## config.mk

```make
export PLATFORM = sky130hd
export DESIGN_NAME = btn_event_scheduler
export DESIGN_NICKNAME = d
export VERILOG_FILES = /design/src/rtl/btn_event_scheduler.sv
export SDC_FILE = /design/constraint.sdc
export NUM_CORES = 1
export LEC_CHECK = 0
export CAP_MARGIN = 20
export CORE_MARGIN = 4
export CORE_UTILIZATION = 30
export DETAILED_ROUTE_END_ITERATION = 16
export HOLD_SLACK_MARGIN = 0.1
export SYNTH_ARGS = -nofsm -noshare
export SYNTH_HDL_FRONTEND = slang
export SYNTH_SLANG_ARGS = --single-unit
```

## constraint.sdc

```tcl
create_clock -name clk -period 4.9 [get_ports clk]
set_input_delay 0.98 -clock clk [delete_from_list [all_inputs] [get_ports clk]]
set_output_delay 0.98 -clock clk [all_outputs]
set_load 0.05 [all_outputs]
```

## src/rtl/btn_event_scheduler.sv

```systemverilog
// btn_event_scheduler
// Converts debounced button levels into press / release / auto-repeat events,
// serialises them through a round-robin arbiter into a small FWFT FIFO and
// hands them to the game logic over a valid/ready handshake.
// Optional feature macro: BTN_AUTOREPEAT_EN builds the millisecond prescaler,
// per-button hold counters and repeat events. Without it only press and
// release events exist and REPEAT_DELAY_MS / REPEAT_RATE_MS are ignored.
module btn_event_scheduler #(
  parameter int unsigned NUM_BTNS        = 4,
  parameter int unsigned CLKIN_FREQ      = 27000000,
  parameter int unsigned REPEAT_DELAY_MS = 400,
  parameter int unsigned REPEAT_RATE_MS  = 100,
  parameter int unsigned FIFO_DEPTH      = 4
) (
  input  logic                clk,
  input  logic                reset,
  input  logic [NUM_BTNS-1:0] btnLevel,
  output logic                evtValid,
  input  logic                evtReady,
  output logic [2:0]          evtBtn,
  output logic [1:0]          evtType,
  output logic                evtDropped,
  input  logic                dropClr
);

  typedef enum logic [1:0] {
    EVT_NONE    = 2'b00,
    EVT_PRESS   = 2'b01,
    EVT_RELEASE = 2'b10,
    EVT_REPEAT  = 2'b11
  } evt_t;

  localparam int unsigned AW = $clog2(FIFO_DEPTH);

  // Edge detection
  logic [NUM_BTNS-1:0] btn_q;
  logic [NUM_BTNS-1:0] press_evt;
  logic [NUM_BTNS-1:0] rel_evt;
  logic [NUM_BTNS-1:0] rep_evt;

  // Pending slots and arbitration
  evt_t                slot    [NUM_BTNS];
  evt_t                new_evt [NUM_BTNS];
  logic [2:0]          last_grant;
  logic                found;
  logic                grant;
  logic [2:0]          grant_idx;
  evt_t                grant_type;
  logic                drop_set;

  // Event FIFO
  logic [4:0]          mem [FIFO_DEPTH];
  logic [AW-1:0]       wr_ptr;
  logic [AW-1:0]       rd_ptr;
  logic [AW:0]         count;
  logic                full;
  logic                pop;
  logic                can_push;
  logic [4:0]          head;

  assign press_evt = btnLevel & ~btn_q;
  assign rel_evt   = ~btnLevel & btn_q;

  // Level history; reset loads the live level so buttons held through reset stay silent
  always_ff @(posedge clk) begin
    if (!reset) btn_q <= btnLevel;
    else        btn_q <= btnLevel;
  end

`ifdef BTN_AUTOREPEAT_EN
  localparam int unsigned TICK_CYC = CLKIN_FREQ / 1000;
  localparam int unsigned TW       = (TICK_CYC > 1) ? $clog2(TICK_CYC) : 1;
  localparam int unsigned HOLD_MAX = (REPEAT_DELAY_MS > REPEAT_RATE_MS) ?
                                     REPEAT_DELAY_MS : REPEAT_RATE_MS;
  localparam int unsigned CW       = $clog2(HOLD_MAX + 1);

  logic [TW-1:0]       pre_cnt;
  logic                tick;
  logic [CW-1:0]       hold_cnt [NUM_BTNS];
  logic [NUM_BTNS-1:0] first_done;
  logic [NUM_BTNS-1:0] tracked;
  logic [NUM_BTNS-1:0] held;

  assign tick = (pre_cnt == TW'(TICK_CYC - 1));
  // Only buttons whose press was seen since reset count as held, so a button
  // already down at reset release produces neither a press nor repeats.
  assign held = btnLevel & btn_q & tracked;

  // Free-running millisecond prescaler
  always_ff @(posedge clk) begin
    if (!reset)    pre_cnt <= '0;
    else if (tick) pre_cnt <= '0;
    else           pre_cnt <= pre_cnt + 1'b1;
  end

  // Repeat fires on the tick that completes the active hold threshold
  always_comb begin
    rep_evt = '0;
    for (int unsigned i = 0; i < NUM_BTNS; i++) begin
      rep_evt[i] = held[i] && tick &&
                   (hold_cnt[i] == (first_done[i] ? CW'(REPEAT_RATE_MS - 1)
                                                  : CW'(REPEAT_DELAY_MS - 1)));
    end
  end

  // Per-button hold counters, first-repeat flags and press tracking
  always_ff @(posedge clk) begin
    for (int unsigned i = 0; i < NUM_BTNS; i++) begin
      if (!reset || !btnLevel[i]) begin
        hold_cnt[i]   <= '0;
        first_done[i] <= 1'b0;
        tracked[i]    <= 1'b0;
      end else if (press_evt[i]) begin
        hold_cnt[i]   <= '0;
        tracked[i]    <= 1'b1;
      end else if (rep_evt[i]) begin
        hold_cnt[i]   <= '0;
        first_done[i] <= 1'b1;
      end else if (held[i] && tick) begin
        hold_cnt[i]   <= hold_cnt[i] + 1'b1;
      end
    end
  end
`else
  // Auto-repeat not built: no repeat events
  always_comb rep_evt = '0;
`endif

  // Per-button event this cycle; release outranks repeat
  always_comb begin
    for (int unsigned i = 0; i < NUM_BTNS; i++) begin
      new_evt[i] = EVT_NONE;
      if (rel_evt[i])        new_evt[i] = EVT_RELEASE;
      else if (press_evt[i]) new_evt[i] = EVT_PRESS;
      else if (rep_evt[i])   new_evt[i] = EVT_REPEAT;
    end
  end

  assign pop      = evtValid && evtReady;
  assign full     = (count == (AW+1)'(FIFO_DEPTH));
  assign can_push = !full || pop;
  assign grant    = found && can_push;

  // Round-robin scan: buttons above last_grant first, then wrap to the rest
  always_comb begin
    found      = 1'b0;
    grant_idx  = '0;
    grant_type = EVT_NONE;
    for (int unsigned i = 0; i < NUM_BTNS; i++) begin
      if (!found && (i > 32'(last_grant)) && (slot[i] != EVT_NONE)) begin
        found      = 1'b1;
        grant_idx  = 3'(i);
        grant_type = slot[i];
      end
    end
    for (int unsigned i = 0; i < NUM_BTNS; i++) begin
      if (!found && (i <= 32'(last_grant)) && (slot[i] != EVT_NONE)) begin
        found      = 1'b1;
        grant_idx  = 3'(i);
        grant_type = slot[i];
      end
    end
  end

  // An event is lost when it lands on a pending slot that is not being granted
  always_comb begin
    drop_set = 1'b0;
    for (int unsigned i = 0; i < NUM_BTNS; i++) begin
      if ((new_evt[i] != EVT_NONE) && (slot[i] != EVT_NONE) &&
          !(grant && (grant_idx == 3'(i))))
        drop_set = 1'b1;
    end
  end

  // Pending slots: new events overwrite, grants clear
  always_ff @(posedge clk) begin
    for (int unsigned i = 0; i < NUM_BTNS; i++) begin
      if (!reset)                             slot[i] <= EVT_NONE;
      else if (new_evt[i] != EVT_NONE)        slot[i] <= new_evt[i];
      else if (grant && (grant_idx == 3'(i))) slot[i] <= EVT_NONE;
    end
  end

  // Last granted button; reset value makes button 0 win the first scan
  always_ff @(posedge clk) begin
    if (!reset)     last_grant <= 3'(NUM_BTNS - 1);
    else if (grant) last_grant <= grant_idx;
  end

  // Sticky drop flag; a new drop beats a simultaneous clear
  always_ff @(posedge clk) begin
    if (!reset)        evtDropped <= 1'b0;
    else if (drop_set) evtDropped <= 1'b1;
    else if (dropClr)  evtDropped <= 1'b0;
  end

  // FIFO storage, written on every grant
  always_ff @(posedge clk) begin
    if (grant) mem[wr_ptr] <= {grant_idx, grant_type};
  end

  // FIFO pointers and occupancy
  always_ff @(posedge clk) begin
    if (!reset) begin
      wr_ptr <= '0;
      rd_ptr <= '0;
      count  <= '0;
    end else begin
      if (grant) wr_ptr <= wr_ptr + 1'b1;
      if (pop)   rd_ptr <= rd_ptr + 1'b1;
      if (grant && !pop)      count <= count + 1'b1;
      else if (!grant && pop) count <= count - 1'b1;
    end
  end

  assign head     = mem[rd_ptr];
  assign evtValid = (count != '0);

  // Head event outputs, forced to zero while the FIFO is empty
  always_comb begin
    evtBtn  = '0;
    evtType = '0;
    if (evtValid) begin
      evtBtn  = head[4:2];
      evtType = head[1:0];
    end
  end

endmodule

```

==> qor.yml <==
grt_first_pass_wirelength_mm: 6.32
ys_seq_elements: 40
drv_cap: 0
p_per_area_mw_per_mm2: 607
wl_mm: 3.78
placed_cell_area_mm2: 0.00235
rsz0062_at_grt: "no"
dp_cells: 306
synthesis.area_mm2: 0.00213
wl_met3_um: 189
path_class: "input pin to flip-flop"
layout_common_cells: "edfxtp_1 (24), nor2_1 (22), inv_1 (16), dfxtp_1 (16), nand2_1 (15)"
die_area_mm2: 0.00853
startpoint_type: "input pin"
synthAdderAreaFrac_pct: 8.56
grt_overflow_total: 0
worst_pin_slew_ns: 0.509
grt_usage_pct: 9.11
path_buf_inv: 2
synth_mux_area_share_pct: 5.16
drt-vias-per-instance: 4.73
nets: 239
cts_tree: "built"
finalHoldViolCount: 0
antenna_found_initial: 0
final_common_cell: "edfxtp_1"
p_sw_uw: 598
path_clk_slew_ns: 0.07
stdcell_count: 314
worstPathRequired_ns: 5.10
p_comb_share_pct: 44.2
dieHeight_um: 92.4
synth-compound-area-share_pct: 13.5
yosys.area_share.simple_pct: 17.4
async_reset_ff_share_pct: 0
yosys_warnings: 0
synth_ff_type: "edfxtp_1"
numCtsBuffers: 5
path_delay_family: "simple AND/OR/NAND/NOR gates"
path_cells: "clkdlybuf4s50_1 > or4b_2 > o21a_1 > ha_1 > inv_1 > fa_1 > xor2_1 > or3_1 > a21oi_1"
slowest_stage: "or4b_2"
gp_congestion: 0.823
clkLatencyLatePin_ns: 0.29
post-route-min-period_ns: 3.24
seq_power_share_pct: 39.1
clkSinkCount: 40
endpoint_kind: "flip-flop"
area_growth_syn_to_layout_pct: 15.4
grt_pass1_vias: 1339
firstDrtPassIters: 4
postLayoutCoreUtil_pct: 35.9
antenna_cells: 0
cts_max_level: 2
initial_core_util_pct: 31.1
grt_max_degree: 20
fmax_mhz: 308
worstPathArrival_ns: 3.45
p_leak_uw: 0.000948
drc: 0
cp_max_fo: 10
cts_root_buf: "clkbuf_8"
setup_viol: 0
fin_tns_setup_ns: 0
cts_resized: 0
drtIter0Drc: 120
sw_frac_of_total_pct: 40.0
clock_skew_ns: 0.00841
wl_met2_mm: 1.69
ys_seq_area_share_pct: 48.8
total_power_uw: 1490
dp_hpwl_mm: 2.88
vdd_drop_max_v: 0.000175
vias: 1486
ant_nets: 0
synth_top_family_by_area: "simple AND/OR/NAND/NOR gates"
synthXorXnorAreaFrac_pct: 2.05
avgRoutedWirePerCell_um: 12.0
rows: 30
syn_avg_cell_area_um2: 10.5
internal-power_uw: 896
clk_path_buf_depth: 2
syn_inst: 204
synth_edf_count: 24
m1WireLength_mm: 1.88
holdBufCountCts: 0
p_clk_share_pct: 16.7
portBuffers: 13
slew_viol_final: 0
drive_above_1_share_pct: 8.26
status: "finished, final reports clean"
die_w_um: 92.4
syn_nets: 226
synthDistinctLibCells: 44
fin_crit_sh_pct: 66.2
core_area_mm2: 0.00687
highest-signal-layer: "met4"
fin_area_mm2: 0.00246
slowest_delay_ns: 0.72
ios: 15
post_cts_buffers: 0
min_path_type: "flip-flop to flip-flop"
relSlewSlack_pct: 65.9
-- layout make-up --
type / instances / area [um^2]
Tap cell: 96 / 120
Multi-Input combinational cell: 140 / 998
Fill cell: 688 / 4410
Timing Repair Buffer: 13 / 130
Inverter: 17 / 63.8
Sequential cell: 40 / 1040
Clock buffer: 6 / 93.8
Clock inverter: 2 / 16.3
-- synthesized netlist by cell type (5+ instances only) --
cell type,number,area (um^2)
clkbuf_1,5,18.8
inv_1,16,60.1
ha_1,13,163
o21ai_0,10,50.1
nand2_1,15,56.3
dfxtp_1,16,320
nand3_1,6,30.0
a21oi_1,9,45.0
nor2_1,22,82.6
and2_1,9,56.3
edfxtp_1,24,721
nor3b_1,9,67.6
-- metrics by stage --
step | setup WS [ns] | hold slack [ns]
after global placement | 1.44 | 0.489
after detailed placement | 1.38 | 0.496
final | 1.66 | 0.517
after CTS | 1.67 | 0.507
after floorplan | 1.91 | 0.461
after global routing | 1.52 | 0.546
-- flip-flops by register name (all words and copies together) (netlist names), named ones only --
signal / cells
mem: 16
evtDropped: 1
slot: 8
wr_ptr: 2
rd_ptr: 2
btn_q: 4
last_grant: 2
count: 3
-- power groups by stage --
stage               sequential [uW]  clock, uW  combinational [uW]
floorplan                       567          0                 518
global placement                588          0                 651
detailed placement              591          0                 662
CTS                             584        256                 664
global route                    601        270                 732
finish                          585        250                 660
-- cell families after synthesis --
kind of cell / Yosys count
compound gates: 41
xor+xnor: 5
fa+ha+maj: 14
buf+inv: 24
flops: 40
mux: 6
other cells: 1
simple gates: 73
-- routing by layer --
metal,vias to the layer above,global-route usage [%]
li1,757,-
met1,691,12.9
met2,34,13.8
met3,4,2.44
met4,0,2.23
met5,-,0
-- tightest hold or removal path, stage by stage, from the launching register on --
cell and delay (ns):
dfxtp_1 0.33, o21ai_0 0.08, a21oi_1 0.06
-- path summary, 6_finish.rpt --
path / slack (ns) / startpoint / endpoint / cells past startpoint
worst max register to register: 2.26 / slot[1][1] / count[2] / 8
worst min register to register: 0.52 / count[2] / count[2] / 2
worst max-delay path: 1.66 / evtReady / count[2] / 9
worst min-delay path: 0.52 / count[2] / count[2] / 2
(Power assumes the default switching activity.)
